--- src/rtl/id_ex_pipe_if.sv ---
// ID/EX stage bus: forwarded ID operands in, EX-stage register contents and
// stall/performance signals out.
interface id_ex_pipe_if #(
    parameter int CTRL_W = 16,
    parameter int CNT_W  = 16
);
    logic              id_valid;
    logic [31:0]       id_pc;
    logic [4:0]        id_rd_A;
    logic [4:0]        id_rd_B;
    logic              id_uses_B;
    logic [4:0]        id_dst;
    logic [31:0]       id_rdata_A_sel;
    logic [31:0]       id_rdata_B_sel;
    logic [31:0]       id_imm;
    logic [CTRL_W-1:0] id_ctrl;
    logic              id_is_load;
    logic              ex_ready;
    logic              ex_flush;

    logic              ie_valid;
    logic [31:0]       ie_pc;
    logic [4:0]        IE_rd;
    logic [31:0]       ie_rdata_A;
    logic [31:0]       ie_rdata_B;
    logic [31:0]       ie_imm;
    logic [CTRL_W-1:0] ie_ctrl;
    logic              ie_is_load;
    logic              id_stall;
    logic [CNT_W-1:0]  bubble_cnt;
    logic [CNT_W-1:0]  hold_cnt;

    modport master (
        output id_valid, id_pc, id_rd_A, id_rd_B, id_uses_B, id_dst,
               id_rdata_A_sel, id_rdata_B_sel, id_imm, id_ctrl, id_is_load,
               ex_ready, ex_flush,
        input  ie_valid, ie_pc, IE_rd, ie_rdata_A, ie_rdata_B, ie_imm,
               ie_ctrl, ie_is_load, id_stall, bubble_cnt, hold_cnt
    );

    modport slave (
        input  id_valid, id_pc, id_rd_A, id_rd_B, id_uses_B, id_dst,
               id_rdata_A_sel, id_rdata_B_sel, id_imm, id_ctrl, id_is_load,
               ex_ready, ex_flush,
        output ie_valid, ie_pc, IE_rd, ie_rdata_A, ie_rdata_B, ie_imm,
               ie_ctrl, ie_is_load, id_stall, bubble_cnt, hold_cnt
    );
endinterface

--- src/rtl/id_ex_pipe.sv ---
// ID/EX pipeline register with load-use bubble insertion, EX back-pressure
// hold and branch flush, plus saturating bubble/hold counters.
module id_ex_pipe #(
    parameter int CTRL_W = 16,
    parameter int CNT_W  = 16
) (
    input  logic         clk,
    input  logic         rst_n,
    id_ex_pipe_if.slave  bus
);
    typedef enum logic {RUN, HOLD} state_t;

    state_t            r_state;
    state_t            w_next;
    logic              r_valid;
    logic [31:0]       r_pc;
    logic [4:0]        r_rd;
    logic [31:0]       r_a;
    logic [31:0]       r_b;
    logic [31:0]       r_imm;
    logic [CTRL_W-1:0] r_ctrl;
    logic              r_load;
    logic [CNT_W-1:0]  r_bub_cnt;
    logic [CNT_W-1:0]  r_hold_cnt;

    logic w_lu_haz;
    logic w_bubble;
    logic w_capture;
    logic w_stall;
    logic w_hold_inc;
    logic w_bub_inc;

    // A load only hazards on a real destination; r0 is never written.
    assign w_lu_haz = r_valid && r_load && (r_rd != 5'd0) && bus.id_valid &&
                      ((bus.id_rd_A == r_rd) ||
                       (bus.id_uses_B && (bus.id_rd_B == r_rd)));

    always_comb begin
        w_next     = r_state;
        w_bubble   = 1'b0;
        w_capture  = 1'b0;
        w_stall    = 1'b0;
        w_hold_inc = 1'b0;
        w_bub_inc  = 1'b0;
        case (r_state)
            RUN: begin
                if (bus.ex_flush) begin
                    w_bubble = 1'b1;
                end else if (!bus.ex_ready) begin
                    w_stall    = 1'b1;
                    w_hold_inc = 1'b1;
                    w_next     = HOLD;
                end else if (w_lu_haz) begin
                    w_bubble  = 1'b1;
                    w_stall   = 1'b1;
                    w_bub_inc = 1'b1;
                end else begin
                    w_capture = 1'b1;
                end
            end
            HOLD: begin
                if (bus.ex_flush) begin
                    w_bubble = 1'b1;
                    w_next   = RUN;
                end else if (!bus.ex_ready) begin
                    w_stall    = 1'b1;
                    w_hold_inc = 1'b1;
                end else begin
                    // Leaving HOLD acts as RUN this same cycle so no slot is lost.
                    w_next = RUN;
                    if (w_lu_haz) begin
                        w_bubble  = 1'b1;
                        w_stall   = 1'b1;
                        w_bub_inc = 1'b1;
                    end else begin
                        w_capture = 1'b1;
                    end
                end
            end
            default: w_next = RUN;
        endcase
    end

    always_ff @(posedge clk or negedge rst_n) begin
        if (!rst_n) begin
            r_state    <= RUN;
            r_valid    <= 1'b0;
            r_pc       <= '0;
            r_rd       <= '0;
            r_a        <= '0;
            r_b        <= '0;
            r_imm      <= '0;
            r_ctrl     <= '0;
            r_load     <= 1'b0;
            r_bub_cnt  <= '0;
            r_hold_cnt <= '0;
        end else begin
            r_state <= w_next;
            if (w_bubble) begin
                r_valid <= 1'b0;
                r_pc    <= '0;
                r_rd    <= '0;
                r_a     <= '0;
                r_b     <= '0;
                r_imm   <= '0;
                r_ctrl  <= '0;
                r_load  <= 1'b0;
            end else if (w_capture) begin
                r_valid <= bus.id_valid;
                r_pc    <= bus.id_pc;
                r_rd    <= bus.id_valid ? bus.id_dst : 5'd0;
                r_a     <= bus.id_rdata_A_sel;
                r_b     <= bus.id_rdata_B_sel;
                r_imm   <= bus.id_imm;
                r_ctrl  <= bus.id_ctrl;
                r_load  <= bus.id_is_load;
            end
            if (w_bub_inc && (r_bub_cnt != '1))
                r_bub_cnt <= r_bub_cnt + CNT_W'(1);
            if (w_hold_inc && (r_hold_cnt != '1))
                r_hold_cnt <= r_hold_cnt + CNT_W'(1);
        end
    end

    assign bus.ie_valid   = r_valid;
    assign bus.ie_pc      = r_pc;
    assign bus.IE_rd      = r_rd;
    assign bus.ie_rdata_A = r_a;
    assign bus.ie_rdata_B = r_b;
    assign bus.ie_imm     = r_imm;
    assign bus.ie_ctrl    = r_ctrl;
    assign bus.ie_is_load = r_load;
    assign bus.id_stall   = w_stall;
    assign bus.bubble_cnt = r_bub_cnt;
    assign bus.hold_cnt   = r_hold_cnt;
endmodule

--- src/flat_wrapper.sv ---
// flat-port wrapper written by rule: the top's interface ports become plain ports
module id_ex_pipe_flat 
#(
    parameter int CTRL_W = 16,
    parameter int CNT_W  = 16
)
  (clk, rst_n, bus_id_valid, bus_id_pc, bus_id_rd_A, bus_id_rd_B, bus_id_uses_B, bus_id_dst, bus_id_rdata_A_sel, bus_id_rdata_B_sel, bus_id_imm, bus_id_ctrl, bus_id_is_load, bus_ex_ready, bus_ex_flush, bus_ie_valid, bus_ie_pc, bus_IE_rd, bus_ie_rdata_A, bus_ie_rdata_B, bus_ie_imm, bus_ie_ctrl, bus_ie_is_load, bus_id_stall, bus_bubble_cnt, bus_hold_cnt);
  id_ex_pipe_if #(.CTRL_W(CTRL_W), .CNT_W(CNT_W)) bus_i ();
  input  logic clk;
  input  logic rst_n;
  input wire logic [$bits(bus_i.id_valid)-1:0] bus_id_valid;
  input wire logic [$bits(bus_i.id_pc)-1:0] bus_id_pc;
  input wire logic [$bits(bus_i.id_rd_A)-1:0] bus_id_rd_A;
  input wire logic [$bits(bus_i.id_rd_B)-1:0] bus_id_rd_B;
  input wire logic [$bits(bus_i.id_uses_B)-1:0] bus_id_uses_B;
  input wire logic [$bits(bus_i.id_dst)-1:0] bus_id_dst;
  input wire logic [$bits(bus_i.id_rdata_A_sel)-1:0] bus_id_rdata_A_sel;
  input wire logic [$bits(bus_i.id_rdata_B_sel)-1:0] bus_id_rdata_B_sel;
  input wire logic [$bits(bus_i.id_imm)-1:0] bus_id_imm;
  input wire logic [$bits(bus_i.id_ctrl)-1:0] bus_id_ctrl;
  input wire logic [$bits(bus_i.id_is_load)-1:0] bus_id_is_load;
  input wire logic [$bits(bus_i.ex_ready)-1:0] bus_ex_ready;
  input wire logic [$bits(bus_i.ex_flush)-1:0] bus_ex_flush;
  output wire logic [$bits(bus_i.ie_valid)-1:0] bus_ie_valid;
  output wire logic [$bits(bus_i.ie_pc)-1:0] bus_ie_pc;
  output wire logic [$bits(bus_i.IE_rd)-1:0] bus_IE_rd;
  output wire logic [$bits(bus_i.ie_rdata_A)-1:0] bus_ie_rdata_A;
  output wire logic [$bits(bus_i.ie_rdata_B)-1:0] bus_ie_rdata_B;
  output wire logic [$bits(bus_i.ie_imm)-1:0] bus_ie_imm;
  output wire logic [$bits(bus_i.ie_ctrl)-1:0] bus_ie_ctrl;
  output wire logic [$bits(bus_i.ie_is_load)-1:0] bus_ie_is_load;
  output wire logic [$bits(bus_i.id_stall)-1:0] bus_id_stall;
  output wire logic [$bits(bus_i.bubble_cnt)-1:0] bus_bubble_cnt;
  output wire logic [$bits(bus_i.hold_cnt)-1:0] bus_hold_cnt;
  assign bus_i.id_valid = bus_id_valid;
  assign bus_i.id_pc = bus_id_pc;
  assign bus_i.id_rd_A = bus_id_rd_A;
  assign bus_i.id_rd_B = bus_id_rd_B;
  assign bus_i.id_uses_B = bus_id_uses_B;
  assign bus_i.id_dst = bus_id_dst;
  assign bus_i.id_rdata_A_sel = bus_id_rdata_A_sel;
  assign bus_i.id_rdata_B_sel = bus_id_rdata_B_sel;
  assign bus_i.id_imm = bus_id_imm;
  assign bus_i.id_ctrl = bus_id_ctrl;
  assign bus_i.id_is_load = bus_id_is_load;
  assign bus_i.ex_ready = bus_ex_ready;
  assign bus_i.ex_flush = bus_ex_flush;
  assign bus_ie_valid = bus_i.ie_valid;
  assign bus_ie_pc = bus_i.ie_pc;
  assign bus_IE_rd = bus_i.IE_rd;
  assign bus_ie_rdata_A = bus_i.ie_rdata_A;
  assign bus_ie_rdata_B = bus_i.ie_rdata_B;
  assign bus_ie_imm = bus_i.ie_imm;
  assign bus_ie_ctrl = bus_i.ie_ctrl;
  assign bus_ie_is_load = bus_i.ie_is_load;
  assign bus_id_stall = bus_i.id_stall;
  assign bus_bubble_cnt = bus_i.bubble_cnt;
  assign bus_hold_cnt = bus_i.hold_cnt;
  id_ex_pipe #(.CTRL_W(CTRL_W), .CNT_W(CNT_W)) u_core (.clk(clk), .rst_n(rst_n), .bus(bus_i));
endmodule
--- config.mk ---
export PLATFORM = sky130hd
export DESIGN_NAME = id_ex_pipe_flat
export DESIGN_NICKNAME = d
export VERILOG_FILES = /design/src/rtl/id_ex_pipe_if.sv /design/src/rtl/id_ex_pipe.sv /design/src/flat_wrapper.sv
export SDC_FILE = /design/constraint.sdc
export NUM_CORES = 1
export LEC_CHECK = 0
export ABC_AREA = 1
export BUFFER_PORTS_ARGS = -buffer_cell sky130_fd_sc_hd__buf_4
export CAP_MARGIN = 25
export CORE_UTILIZATION = 40
export DETAILED_ROUTE_END_ITERATION = 16
export MAX_ROUTING_LAYER = met4
export PLACE_DENSITY = 0.76
export SYNTH_ARGS = -nofsm -noshare
export SYNTH_HDL_FRONTEND = slang
export SYNTH_SLANG_ARGS = --single-unit
--- constraint.sdc ---
create_clock -name clk -period 1.5 [get_ports clk]
set_input_delay 0.15 -clock clk [delete_from_list [all_inputs] [get_ports clk]]
set_output_delay 0.15 -clock clk [all_outputs]
set_load 0.005 [all_outputs]
* Word-level counts from Yosys, hierarchy flattened
Cells that the tools add are included.
W data, S select, Z words.
** Storage, ports and cells
- Flip-flop bits (word level) :: 183
- Bits of input ports :: 166
- Output and inout bits :: 184
- Logic and storage cells :: 54
** Operators by class
- Add/subtract/negate cells :: 2
- Equal/unequal tests :: 4
- Multiplexer cells :: 28
- Reduce and logical (&&, ||, !) cells :: 10
** Operators with widths (count)
- $mux W32 :: 8
- $add A16 B1 Y16 const B :: 2
- $mux W16 :: 2
- $ne A16 B16 Y1 const B :: 2
- $mux W1 :: 15
- $mux W5 :: 3
- $eq A5 B5 Y1 :: 2
- $logic_and A1 B1 Y1 :: 7
- $reduce_bool A5 Y1 :: 1
- $reduce_bool A2 Y1 :: 1
- $logic_or A1 B1 Y1 :: 1

* Logic depth before layout (Yosys ltp)
- Depth in word-level cells :: 9
- Gate-level depth with buffers :: 12
- Gate-level depth less buffers :: 11

* Worst setup path before layout
Ideal clock, no wire load.
- Path kind :: flip-flop to flip-flop
- From :: register u_core.r_bub_cnt[0], in the netlist u_core.bus.bubble_cnt[0]
- To :: register u_core.r_bub_cnt[15], in the netlist u_core.bus.bubble_cnt[15]
- Arrival :: 1426 ps
- Path slack :: -47 ps
- Stages on the path, launching flop included :: 9
- Path buffers :: 0
- Cell sequence :: dfrtp_1 -> ha_1 -> nand3_1 -> nor2_1 -> nand4_1 -> nand4_1 -> inv_1 -> nand3_1 -> nand2_1
** On the way
- Longest elaborated chain between the ends :: 2
- Elaborated cells between the ends (all ways) :: 3
- Those cells by class :: 1 x add/sub; 1 x eq/ne; 1 x reduce/logical
** Ends and longest elaborated chain
- start, declared :: RTL line id_ex_pipe.sv:23 : logic [CNT_W-1:0] r_bub_cnt;
- start signal, assigned :: RTL line id_ex_pipe.sv:119 : r_bub_cnt <= r_bub_cnt + CNT_W'(1);
- branches (longest 2 deep; another with $add A16 B1 Y16)
Parallel ways; which one is timed is not known.
A chain may end at the register's enable or synchronous reset.

* Final worst setup path
- From :: register u_core.r_rd[1], in the netlist u_core.bus.IE_rd[1]
- To :: output port bus_id_stall
** On the way
- Longest elaborated chain between the ends :: 7
- Elaborated cells between the ends (all ways) :: 11
- Those cells by class :: 2 x eq/ne; 3 x mux; 6 x reduce/logical
** Ends and longest elaborated chain
- start, declared :: RTL line id_ex_pipe.sv:17 : logic [4:0] r_rd;
- start signal, assigned :: RTL line id_ex_pipe.sv:111 : r_rd <= bus.id_valid ? bus.id_dst : 5'd0;
- $eq A5 B5 Y1 or $reduce_bool A5 Y1 (tied branches) :: RTL line id_ex_pipe.sv:36, id_ex_pipe.sv:34
- $logic_and A1 B1 Y1, on equally long branches :: RTL line id_ex_pipe.sv:36, id_ex_pipe.sv:34
- $logic_or A1 B1 Y1 or $logic_and A1 B1 Y1 (tied branches) :: RTL line id_ex_pipe.sv:35, id_ex_pipe.sv:34
- $logic_and A1 B1 Y1 * :: RTL line id_ex_pipe.sv:34 : assign w_lu_haz = r_valid && r_load && (r_rd != 5'd0) && bus.id_valid &&
- $mux W1 * :: RTL line id_ex_pipe.sv:53, id_ex_pipe.sv:71
- $mux W1 * :: RTL line id_ex_pipe.sv:49, id_ex_pipe.sv:65
- $mux W1 * :: RTL line id_ex_pipe.sv:47, id_ex_pipe.sv:62
- end, declared :: RTL line flat_wrapper.sv:32 : output wire logic [$bits(bus_i.id_stall)-1:0] bus_id_stall;
Every way passes the cells marked *; elsewhere a longest branch is shown, timed or not.

==> run metrics <==
status finished, violations left; failing checks negative setup slack; Synth async-reset ratio 1.00; starting utilization of the core area 0.412; clock latency on the worst-skew pair roughly 430 ps; post-synth top area cell dfrtp_1; clock-pin slew on the worst setup and hold paths around 80 ps; die width ~140 um; Buf/Inv on CP 2; worst min-delay path class in -> reg; RSZ-0062 raised after global routing true; Util after Layout 0.725; Worst Tran Pin Value between 600 and 700 ps; CP cell instances inv_2 -> nand2_2 -> nand2_1 -> nor2_1 -> nand3_2 -> nand2_4 -> nand3_4 -> nand2_2 -> buf_6; most common flop cell mapped by yosys dfrtp_1; Post-DRT Antenna Nets 0; final hold vios 0; DR vias 8866; Mapped Cells 954; # H-tree levels 4; crit-path max cell delay between 400 and 500 ps; top cell type's share of synthesized area 0.563; number of global-route vias before repair between 8000 and 9000; synthesized area 0.00813 mm^2; static leakage ~7.4 nW; Max Cap Violations 0; syn_nets around 1100; r2r setup slk -210 ps; FILL cells between 1000 and 1500; global placement routability congestion just under 0.9; Unique masters post-synth 30; WL final slightly above 30000 um; fin crit period 1740 ps; IO Pins between 300 and 400; Final Cell Area approximately 0.014 mm^2; Peak VDD IR 0.852 mV; crit-path max FO 5; placed instance area about 0.012 mm^2; GRT Util Overall 0.278; pins over their slew limit 0; fraction of layout cells with a size suffix above 1 0.402; initial antenna violation count 1; PnR worst setup slack -239 ps; worst r2r path cells 11; #FFs+latches synth approximately 180; core area around 0.02 mm^2; clock skew 10.7 ps; global-route wire length before repair around 43000 um; Worst EP arrival about 1600 ps; post-place setup slack -139 ps; DR iter-0 viols ~440; FP Rows 51; number of port buffers approximately 350; Hold WS roughly 20 ps; CP most frequent cell nand2_2; relative slew slack 0.557; Post-synth EDFFs 0; largest net degree at the start of global routing 64; Area growth syn-to-layout 75.9%; Clock Tree Buf Depth 2; fmax 0.575 GHz; Req. time, crit path ~1400 ps; CTS tree built; Die Span Y roughly 140 um; type of destination of the critical path primary output; Critical Path Start Type register; register area share after synthesis 0.563; Worst path slowest cell dfrtp_1; synthesized area per cell about 8.5 um^2; Sink Count roughly 180; area of the multi-input gates approximately 0.0035 mm^2; # setup viols final between 150 and 200; Inserted Clock Buffers 17; vias per cell roughly 5; GRT overflow 0; Detailed Place HPWL 18000 um; nets around 1700; # DRC 0; DIE AREA 0.0209 mm^2; Area contributors post-synth dfrtp_1, nand2_1, o21ai_1; Root Driver clkbuf_16; Hold Path Stages 3; crit share post-route 1.16; Ys Warns 0; Sequential Area approximately 0.0046 mm^2; power density over the cells ~860 mW/mm^2; 1st-pass router iterations 5; Crit path max-delay family simple AND/OR/NAND/NOR gates; Worst Path Class, Setup reg -> out; Routed WL per cell around 17 um; CP Depth 9
## worst paths after layout
| kind | from | endpoint |
|---|---|---|
| max | u_core.bus.IE_rd[1]$_DFFE_PN0P_ | bus_id_stall |
| min reg2reg | u_core.bus.ie_pc[22]$_DFFE_PN0P_ | u_core.bus.ie_pc[22]$_DFFE_PN0P_ |
| max in group asynchronous | rst_n | u_core.bus.IE_rd[0]$_DFFE_PN0P_ |
| min | bus_id_imm[2] | u_core.bus.ie_imm[2]$_DFFE_PN0P_ |
| max reg2reg | u_core.bus.IE_rd[3]$_DFFE_PN0P_ | u_core.bus.ie_imm[11]$_DFFE_PN0P_ |
| min in group asynchronous | rst_n | u_core.bus.hold_cnt[9]$_DFFE_PN0P_ |
## worst register-to-register path, delay by kind of cell (launching register included)
| kind | cells | cell delay, ps |
|---|---|---|
| AO/OA/AOI/OAI | 1 | 120 |
| flip-flops | 1 | 420 |
| buffers and inverters | 6 | 730 |
| AND/OR/NAND/NOR | 4 | 370 |
## power by group
part / internal (W) / switching, W / total (W) / leakage [nW]
registers: 0.00523 / 0.000229 / 0.00546 / 2.36
clock network: 0.00225 / 0.00217 / 0.00442 / 0.282
logic: 0.00137 / 0.00110 / 0.00247 / 4.71
## Yosys cell counts (2+ instances only)
cell type    n
buf_2        4
buf_4        4
buf_6       11
clkbuf_1    29
dfrtp_1    183
ha_1         2
inv_1       56
inv_2        6
nand2_1    387
nand2_2      3
nand3_1     35
nand3_2      2
nand4_1      9
nor2_1      26
nor2_4       2
nor3_1       7
o21ai_0      5
o21ai_1    130
o21ai_2     10
o21bai_1    16
xnor2_1      9
xor2_1      10
## repair_timing
action / 4_1_cts / 5_1_grt
gates cloned: 1 / 6
pin swaps: 2 / 7
setup endpoints to repair: 172 / 181
setup buffers: 3 / 2
hold buffers: 141 / 1
hold endpoints to repair: 212 / 1
resized for setup: 18 / 128
## sequential cells by signal, summed over array words and instances, names as in the netlist
name and count:
u_core.bus.ie_valid 1, u_core.bus.IE_rd 5, u_core.bus.ie_rdata_A 32, u_core.bus.ie_rdata_B 32, u_core.bus.ie_pc 32, u_core.bus.bubble_cnt 16
u_core.bus.ie_ctrl 16, u_core.bus.ie_imm 32, u_core.bus.ie_is_load 1, u_core.bus.hold_cnt 16
## layout make-up
class / instances / share of cell area
clock buffer: 19 / 0.0310
sequential: 183 / 0.320
clock inverter: 13 / 0.00884
multi-input combinational: 658 / 0.246
inverter: 62 / 0.0163
tap: 265 / 0.0232
timing repair buffer: 579 / 0.355
antenna: 1 / 0.000175
## metal layers
layer  GRT usage  part of all wire
met1       0.314              0.38
met2       0.472              0.51
met3      0.0626             0.071
met5           -                 0
met4       0.121             0.040
## placed cells by master, fill, tap and decap left out, types with 2 or more instances in the layout
| cell type | count |
|---|---|
| buf_4 | 406 |
| buf_6 | 4 |
| clkinv_4 | 6 |
| buf_12 | 17 |
| xnor2_1 | 8 |
| inv_2 | 7 |
| o21bai_1 | 15 |
| dlygate4sd3_1 | 142 |
| xor2_1 | 10 |
| nand2_2 | 8 |
| nor3_1 | 7 |
| buf_16 | 2 |
| nand3_1 | 28 |
| nor2_4 | 3 |
| o21ai_4 | 6 |
| nor2_1 | 21 |
| clkbuf_16 | 21 |
| o21ai_2 | 92 |
| nand4_1 | 9 |
| inv_6 | 2 |
| inv_8 | 5 |
| buf_8 | 4 |
| nor2_2 | 4 |
| dfrtp_1 | 182 |
| nand2_8 | 2 |
| nand2_1 | 379 |
| nand3_2 | 8 |
| o21ai_1 | 47 |
| nand2_4 | 2 |
| inv_1 | 55 |
## stage by stage
stage / total power [W] / std cells / TNS [ps]
global placement: 0.00737 / 1593 / -8860
finish: 0.0124 / 1780 / -29150
detailed placement: 0.00741 / 1593 / -14440
floorplan: 0.00614 / 954 / 0
CTS: 0.0121 / 1770 / -30900
global route: 0.0128 / 1780 / -47960
## cells by family (layout without fill, tap and decap cells)
logic type               Yosys count  count (layout)  share of synthesized area
AO/OA/AOI/OAI                    161             161                      0.109
XOR/XNOR                          19              19                     0.0205
adder cells (fa/ha/maj)            2               2                    0.00308
buffers and inverters            113             673                     0.0682
flip-flops                       183             183                      0.563
other                              0               1                          0
AND/OR/NAND/NOR                  476             476                      0.236
(Power assumes the default switching activity.)
